===== src/rtl/mem_stage_pkg.sv =====
// Shared definitions for the memory stage: state encoding and default widths.
package mem_stage_pkg;

    localparam int unsigned DW_DEF = 16;
    localparam int unsigned RW_DEF = 3;

    typedef enum logic [1:0] {
        ST_IDLE   = 2'b00,
        ST_BUSY   = 2'b01,
        ST_HALTED = 2'b10
    } state_e;

endpackage


===== src/rtl/mem_wb_reg.sv =====
// Writeback bundle register: data/reg/flags loaded on load_i; valid pulses for one cycle per load.
module mem_wb_reg #(
    parameter int unsigned DW = 16,
    parameter int unsigned RW = 3
) (
    input  logic          clk,
    input  logic          rst_n,
    input  logic          load_i,
    input  logic [DW-1:0] data_i,
    input  logic [RW-1:0] reg_i,
    input  logic          en_i,
    input  logic          halt_i,
    input  logic          err_i,
    output logic [DW-1:0] data_o,
    output logic [RW-1:0] reg_o,
    output logic          en_o,
    output logic          halt_o,
    output logic          err_o,
    output logic          valid_o
);

    always_ff @(posedge clk or negedge rst_n) begin
        if (!rst_n) begin
            data_o  <= '0;
            reg_o   <= '0;
            en_o    <= 1'b0;
            halt_o  <= 1'b0;
            err_o   <= 1'b0;
            valid_o <= 1'b0;
        end else begin
            valid_o <= load_i;
            if (load_i) begin
                data_o <= data_i;
                reg_o  <= reg_i;
                en_o   <= en_i;
                halt_o <= halt_i;
                err_o  <= err_i;
            end
        end
    end

endmodule


===== src/rtl/mem_stage.sv =====
// Pipeline memory stage: retires ALU ops in one cycle, runs loads/stores through a req/done handshake.
// Optional MEM_ALIGN_CHECK_EN: odd-address memory ops retire immediately with err=1 and no request.
module mem_stage
    import mem_stage_pkg::*;
#(
    parameter int unsigned DW = DW_DEF,
    parameter int unsigned RW = RW_DEF
) (
    input  logic          clk,
    input  logic          rst_n,
    input  logic          in_valid,
    output logic          in_ready,
    input  logic [DW-1:0] alu_data,
    input  logic [DW-1:0] st_data,
    input  logic          mem_read,
    input  logic          mem_write,
    input  logic          reg_write,
    input  logic          halt,
    input  logic [RW-1:0] wr_reg,
    output logic          dmem_req,
    output logic          dmem_we,
    output logic [DW-1:0] dmem_addr,
    output logic [DW-1:0] dmem_wdata,
    input  logic [DW-1:0] dmem_rdata,
    input  logic          dmem_done,
    output logic          out_valid,
    output logic [DW-1:0] wb_data,
    output logic [RW-1:0] wb_reg,
    output logic          wb_en,
    output logic          halt_out,
    output logic          err
);

    state_e        state_q, state_d;
    logic          ready_q, ready_d;
    logic          req_q, req_d;
    logic          we_q, we_d;
    logic          rd_q, rd_d;
    logic [DW-1:0] addr_q, addr_d;
    logic [DW-1:0] wdata_q, wdata_d;
    logic [RW-1:0] reg_q, reg_d;
    logic          regw_q, regw_d;

    logic          accept_c;
    logic          misalign_c;
    logic          load_c;
    logic [DW-1:0] bd_data_c;
    logic [RW-1:0] bd_reg_c;
    logic          bd_en_c, bd_halt_c, bd_err_c;

    assign accept_c = in_valid & ready_q;

`ifdef MEM_ALIGN_CHECK_EN
    assign misalign_c = (mem_read | mem_write) & alu_data[0];
`else
    assign misalign_c = 1'b0;
`endif

    always_ff @(posedge clk or negedge rst_n) begin
        if (!rst_n) begin
            state_q <= ST_IDLE;
            ready_q <= 1'b1;
            req_q   <= 1'b0;
            we_q    <= 1'b0;
            rd_q    <= 1'b0;
            addr_q  <= '0;
            wdata_q <= '0;
            reg_q   <= '0;
            regw_q  <= 1'b0;
        end else begin
            state_q <= state_d;
            ready_q <= ready_d;
            req_q   <= req_d;
            we_q    <= we_d;
            rd_q    <= rd_d;
            addr_q  <= addr_d;
            wdata_q <= wdata_d;
            reg_q   <= reg_d;
            regw_q  <= regw_d;
        end
    end

    // Next state, request latching and writeback bundle selection.
    always_comb begin
        state_d   = state_q;
        req_d     = req_q;
        we_d      = we_q;
        rd_d      = rd_q;
        addr_d    = addr_q;
        wdata_d   = wdata_q;
        reg_d     = reg_q;
        regw_d    = regw_q;
        load_c    = 1'b0;
        bd_data_c = alu_data;
        bd_reg_c  = wr_reg;
        bd_en_c   = reg_write;
        bd_halt_c = 1'b0;
        bd_err_c  = 1'b0;
        case (state_q)
            ST_IDLE: begin
                if (accept_c) begin
                    if (halt) begin
                        load_c    = 1'b1;
                        bd_halt_c = 1'b1;
                        state_d   = ST_HALTED;
                    end else if (misalign_c) begin
                        load_c   = 1'b1;
                        bd_en_c  = 1'b0;
                        bd_err_c = 1'b1;
                    end else if (mem_read | mem_write) begin
                        state_d = ST_BUSY;
                        req_d   = 1'b1;
                        we_d    = mem_write;
                        rd_d    = mem_read;
                        addr_d  = alu_data;
                        wdata_d = st_data;
                        reg_d   = wr_reg;
                        regw_d  = reg_write;
                    end else begin
                        load_c = 1'b1;
                    end
                end
            end
            ST_BUSY: begin
                if (dmem_done) begin
                    load_c    = 1'b1;
                    req_d     = 1'b0;
                    state_d   = ST_IDLE;
                    bd_data_c = we_q ? addr_q : dmem_rdata;
                    bd_reg_c  = reg_q;
                    // A read+write op is performed as a store and never writes back.
                    bd_en_c   = regw_q & ~(rd_q & we_q);
                end
            end
            ST_HALTED: begin
                state_d = ST_HALTED;
            end
            default: begin
                state_d = ST_IDLE;
                req_d   = 1'b0;
            end
        endcase
        ready_d = (state_d == ST_IDLE);
    end

    assign in_ready   = ready_q;
    assign dmem_req   = req_q;
    assign dmem_we    = we_q;
    assign dmem_addr  = addr_q;
    assign dmem_wdata = wdata_q;

    mem_wb_reg #(
        .DW (DW),
        .RW (RW)
    ) u_wb_reg (
        .clk     (clk),
        .rst_n   (rst_n),
        .load_i  (load_c),
        .data_i  (bd_data_c),
        .reg_i   (bd_reg_c),
        .en_i    (bd_en_c),
        .halt_i  (bd_halt_c),
        .err_i   (bd_err_c),
        .data_o  (wb_data),
        .reg_o   (wb_reg),
        .en_o    (wb_en),
        .halt_o  (halt_out),
        .err_o   (err),
        .valid_o (out_valid)
    );

endmodule


===== config.mk =====
export PLATFORM = sky130hd
export DESIGN_NAME = mem_stage
export DESIGN_NICKNAME = d
export VERILOG_FILES = /design/src/rtl/mem_stage_pkg.sv /design/src/rtl/mem_wb_reg.sv /design/src/rtl/mem_stage.sv
export SDC_FILE = /design/constraint.sdc
export NUM_CORES = 1
export LEC_CHECK = 0
export CORE_AREA = 2 2 82 84
export CTS_CLUSTER_DIAMETER = 30
export CTS_CLUSTER_SIZE = 14
export DETAILED_ROUTE_END_ITERATION = 8
export DIE_AREA = 0 0 84 86
export HOLD_SLACK_MARGIN = 0.12
export PLACE_DENSITY_LB_ADDON = 0.25
export RECOVER_POWER = 25
export SETUP_SLACK_MARGIN = 0.5
export SLEW_MARGIN = 20
export SYNTH_ARGS = -nofsm -noshare
export SYNTH_HDL_FRONTEND = slang
export SYNTH_SLANG_ARGS = --single-unit

===== constraint.sdc =====
create_clock -name clk -period 2.3 [get_ports clk]
set_input_delay 0.575 -clock clk [delete_from_list [all_inputs] [get_ports clk]]
set_output_delay 0.575 -clock clk [all_outputs]
set_load 0.01 [all_outputs]

==> results.yml <==
status:
  status: "finished clean"
synthesis:
  syn_nets: 287
  synth-seq-cells: 64
  async_flop_share_pct: 100
  synthCells: 228
  syn_avg_cell_area_um2: 12.5
  synth_top_flop_cell: "dfrtp_1"
  synth_area_um2: 2850
  yosysUniqueCellTypes: 32
  yosysSeqAreaShare_pct: 56.2
  synth_edf_count: 0
  yosys_warnings: 0
sta:
  slew_headroom_pct: 32.6
  hold_viol_final: 0
  finClkSkew_ns: 0.00732
  setup_viol: 0
  holdWs_ns: 0.396
  fmaxAchievable_mhz: 555
  grt_setup_unrepaired: "yes"
  slew_violations: 0
  post-route-min-period_ns: 1.80
  tns_ns: 0
  fin_crit_sh_pct: 78.3
  worst_pin_slew_ns: 1.01
detailed_routing:
  antenna_left: 0
  drtIter0Drc: 57
  vias_per_cell: 5.31
  routed_wirelength_um: 7310
  drt_first_pass_iters: 4
  routedWlPerCell_um: 16.8
  drc: 0
  vias: 2315
setup_path:
  cpPeakStageDelay_ns: 0.33
  cp_data_arrival_time_ns: 2.01
  crit_chain: "dlygate4sd2_1 -> nand2_4 -> nor4_4 -> buf_4 -> bufbuf_16 -> mux2_2"
  critPathKind: "in -> reg"
  end_kind: "flip-flop"
  critPathTopFamily: "buffers and inverters"
  critPathMaxFanout: 5
  critPathSlowestCell: "mux2_2"
  startpoint_type: "primary input"
  path_buf_inv: 3
  crit_required_ns: 2.51
pwr:
  cellInternalPower_uw: 3420
  p_switching_uw: 1580
  pwr-share-comb_pct: 39.2
  p_clk_share_pct: 21.2
  p_sw_share_pct: 31.6
  ir_worst_vdd_mv: 0.680
  pwr-share-seq_pct: 39.6
  power.static_leakage_uw: 0.00211
  powerDensity_nw_per_um2: 1130
grt:
  grtUsageTotal_pct: 20.7
  grt_pass1_vias: 2411
  grt_max_degree: 48
  antenna_found_initial: 0
  grt_pass1_wl_um: 11700
  grt-ovfl-total: 0
layout:
  drive_gt1_share_pct: 19.8
  n_antenna_cell: 0
  fill_cells: 507
  synthToLayoutAreaGrowth_pct: 55.4
  fin_nets: 413
die:
  die_area_um2: 7220
  ioPinCount: 117
  rows: 29
  die_w_um: 84
  initial_utilization_pct: 45.4
  core_area_um2: 6280
  die_h_um: 86
clock_network:
  clk_pin_slew_ns: 0.07
  htreeDepth: 3
  hold_buffers: 0
  clock-sinks: 64
  cts_made_buffers: 9
  clock_path_buffers: 2
  cts-root-buf: "clkbuf_8"
  clock_latency_ns: 0.33
  cts_tree: "done"
worst_hold_path:
  hold_class: "in -> async"
placement:
  portBuffers: 115
  hpwl_um: 4780
  place.gp.congestion: 0.786
run:
  cap_viol_max_count: 0
==> stage by stage <==
stage / total power [uW] / cell area [um2] / setup WS (ns) / utilization (%) / std cells
2_1_floorplan: 2950 / 2850 / 0.532 / - / 228
6_report: 5000 / 4430 / 0.498 / 70.6 / 436
4_1_cts: 5020 / 4380 / 0.500 / 69.8 / 435
3_3_place_gp: 4170 / 4100 / 0.0809 / 65.4 / 413
5_1_grt: 5310 / 4430 / 0.437 / 70.6 / 436
3_5_place_dp: 4230 / 4100 / 0.0450 / 65.4 / 413
==> cell families after synthesis <==
family | synth area share (%)
AOI/OAI and AO/OA | 8.16
buffers and inverters | 3.60
DFF | 56.2
muxes | 20.6
other | 0.132
and+or+nand+nor | 11.3
==> power groups by stage <==
| stage | logic [uW] | registers, uW | clock network [uW] |
|---|---|---|---|
| floorplan | 761 | 2190 | 0 |
| global placement | 2180 | 1990 | 0 |
| detailed placement | 2220 | 2020 | 0 |
| CTS | 1960 | 1980 | 1080 |
| global route | 2120 | 2060 | 1130 |
| finish | 1960 | 1980 | 1060 |
==> per-layer routing <==
metal	wire (um)	global-route usage (%)	share of wire, %
met2	3680	34.7	50
met4	78	7.92	1.1
met3	538	6.74	7.4
met1	3010	25.1	41
met5	0	0	0
==> cell usage after synthesis, types with 2 or more instances <==
master    number  share of area (%)
dfrtp_1       63                 55
mux2_2        29                 11
nand2_1       24                3.2
nand3_1       24                4.2
mux2i_1       16                5.6
o221ai_1      16                4.9
buf_2         10                1.8
mux2_1         9                3.6
nor2_1         5               0.66
o211ai_1       4                1.1
buf_4          3               0.79
clkbuf_1       3               0.39
nand2b_1       2               0.44
o21ai_0        2               0.35
==> final timing paths <==
path | start | cells past startpoint | endpoint | slack, ns
max | in_valid | 6 | reg_q[0] | 0.50
min | rst_n | 1 | dmem_req | 0.40
max in group asynchronous | rst_n | 2 | in_ready | 1.09
min reg2reg | reg_q[0] | 2 | u_wb_reg.reg_o[0] | 0.48
min in group clk | reg_q[0] | 2 | u_wb_reg.reg_o[0] | 0.48
max reg2reg | in_ready | 5 | reg_q[0] | 0.50
==> cell type report <==
type                            instances  area [um2]  area share, %
Sequential cell                        64        1600           36.2
Multi-Input combinational cell        145        1170           26.5
Inverter                                1        3.75         0.0847
Tap cell                               77        96.3           2.17
Clock inverter                          5        80.1           1.81
Timing Repair Buffer                  133        1330           30.1
Clock buffer                           11         141           3.19
==> what timing repair did <==
action / 4_1_cts / 5_1_grt
buffers inserted: 3 / 1
pin swaps: 1 / 0
setup endpoints to repair: 86 / 28
cloned: 3 / 0
gates resized for setup: 53 / 17
==> placed cells by master, fill, tap and decap left out, types with 2 or more instances in the layout <==
cell type        instances
buf_4                   12
bufbuf_16                2
o211ai_1                 4
nand3_1                 24
bufinv_16                2
dlymetal6s2s_1           8
dlygate4sd2_1           52
buf_12                   2
mux2_1                   8
o221ai_1                16
mux2_2                  25
dfrtp_1                 62
nand2b_1                 2
nor2_1                   5
clkbuf_8                10
clkdlybuf4s50_1         54
nand2_1                 23
clkinvlp_4               2
mux2i_1                 16
clkbuf_1                 2
mux2_4                   5
o21ai_0                  2
==> state kept, by name, summed over array words and instances (netlist names) <==
name	count
regw_q	1
in_ready	1
u_wb_reg.reg_o	3
dmem_we	1
state_q	2
u_wb_reg.valid_o	1
rd_q	1
u_wb_reg.data_o	16
dmem_req	1
dmem_addr	16
dmem_wdata	16
u_wb_reg.halt_o	1
u_wb_reg.en_o	1
reg_q	3
Power figures use the tool's default switching activity.
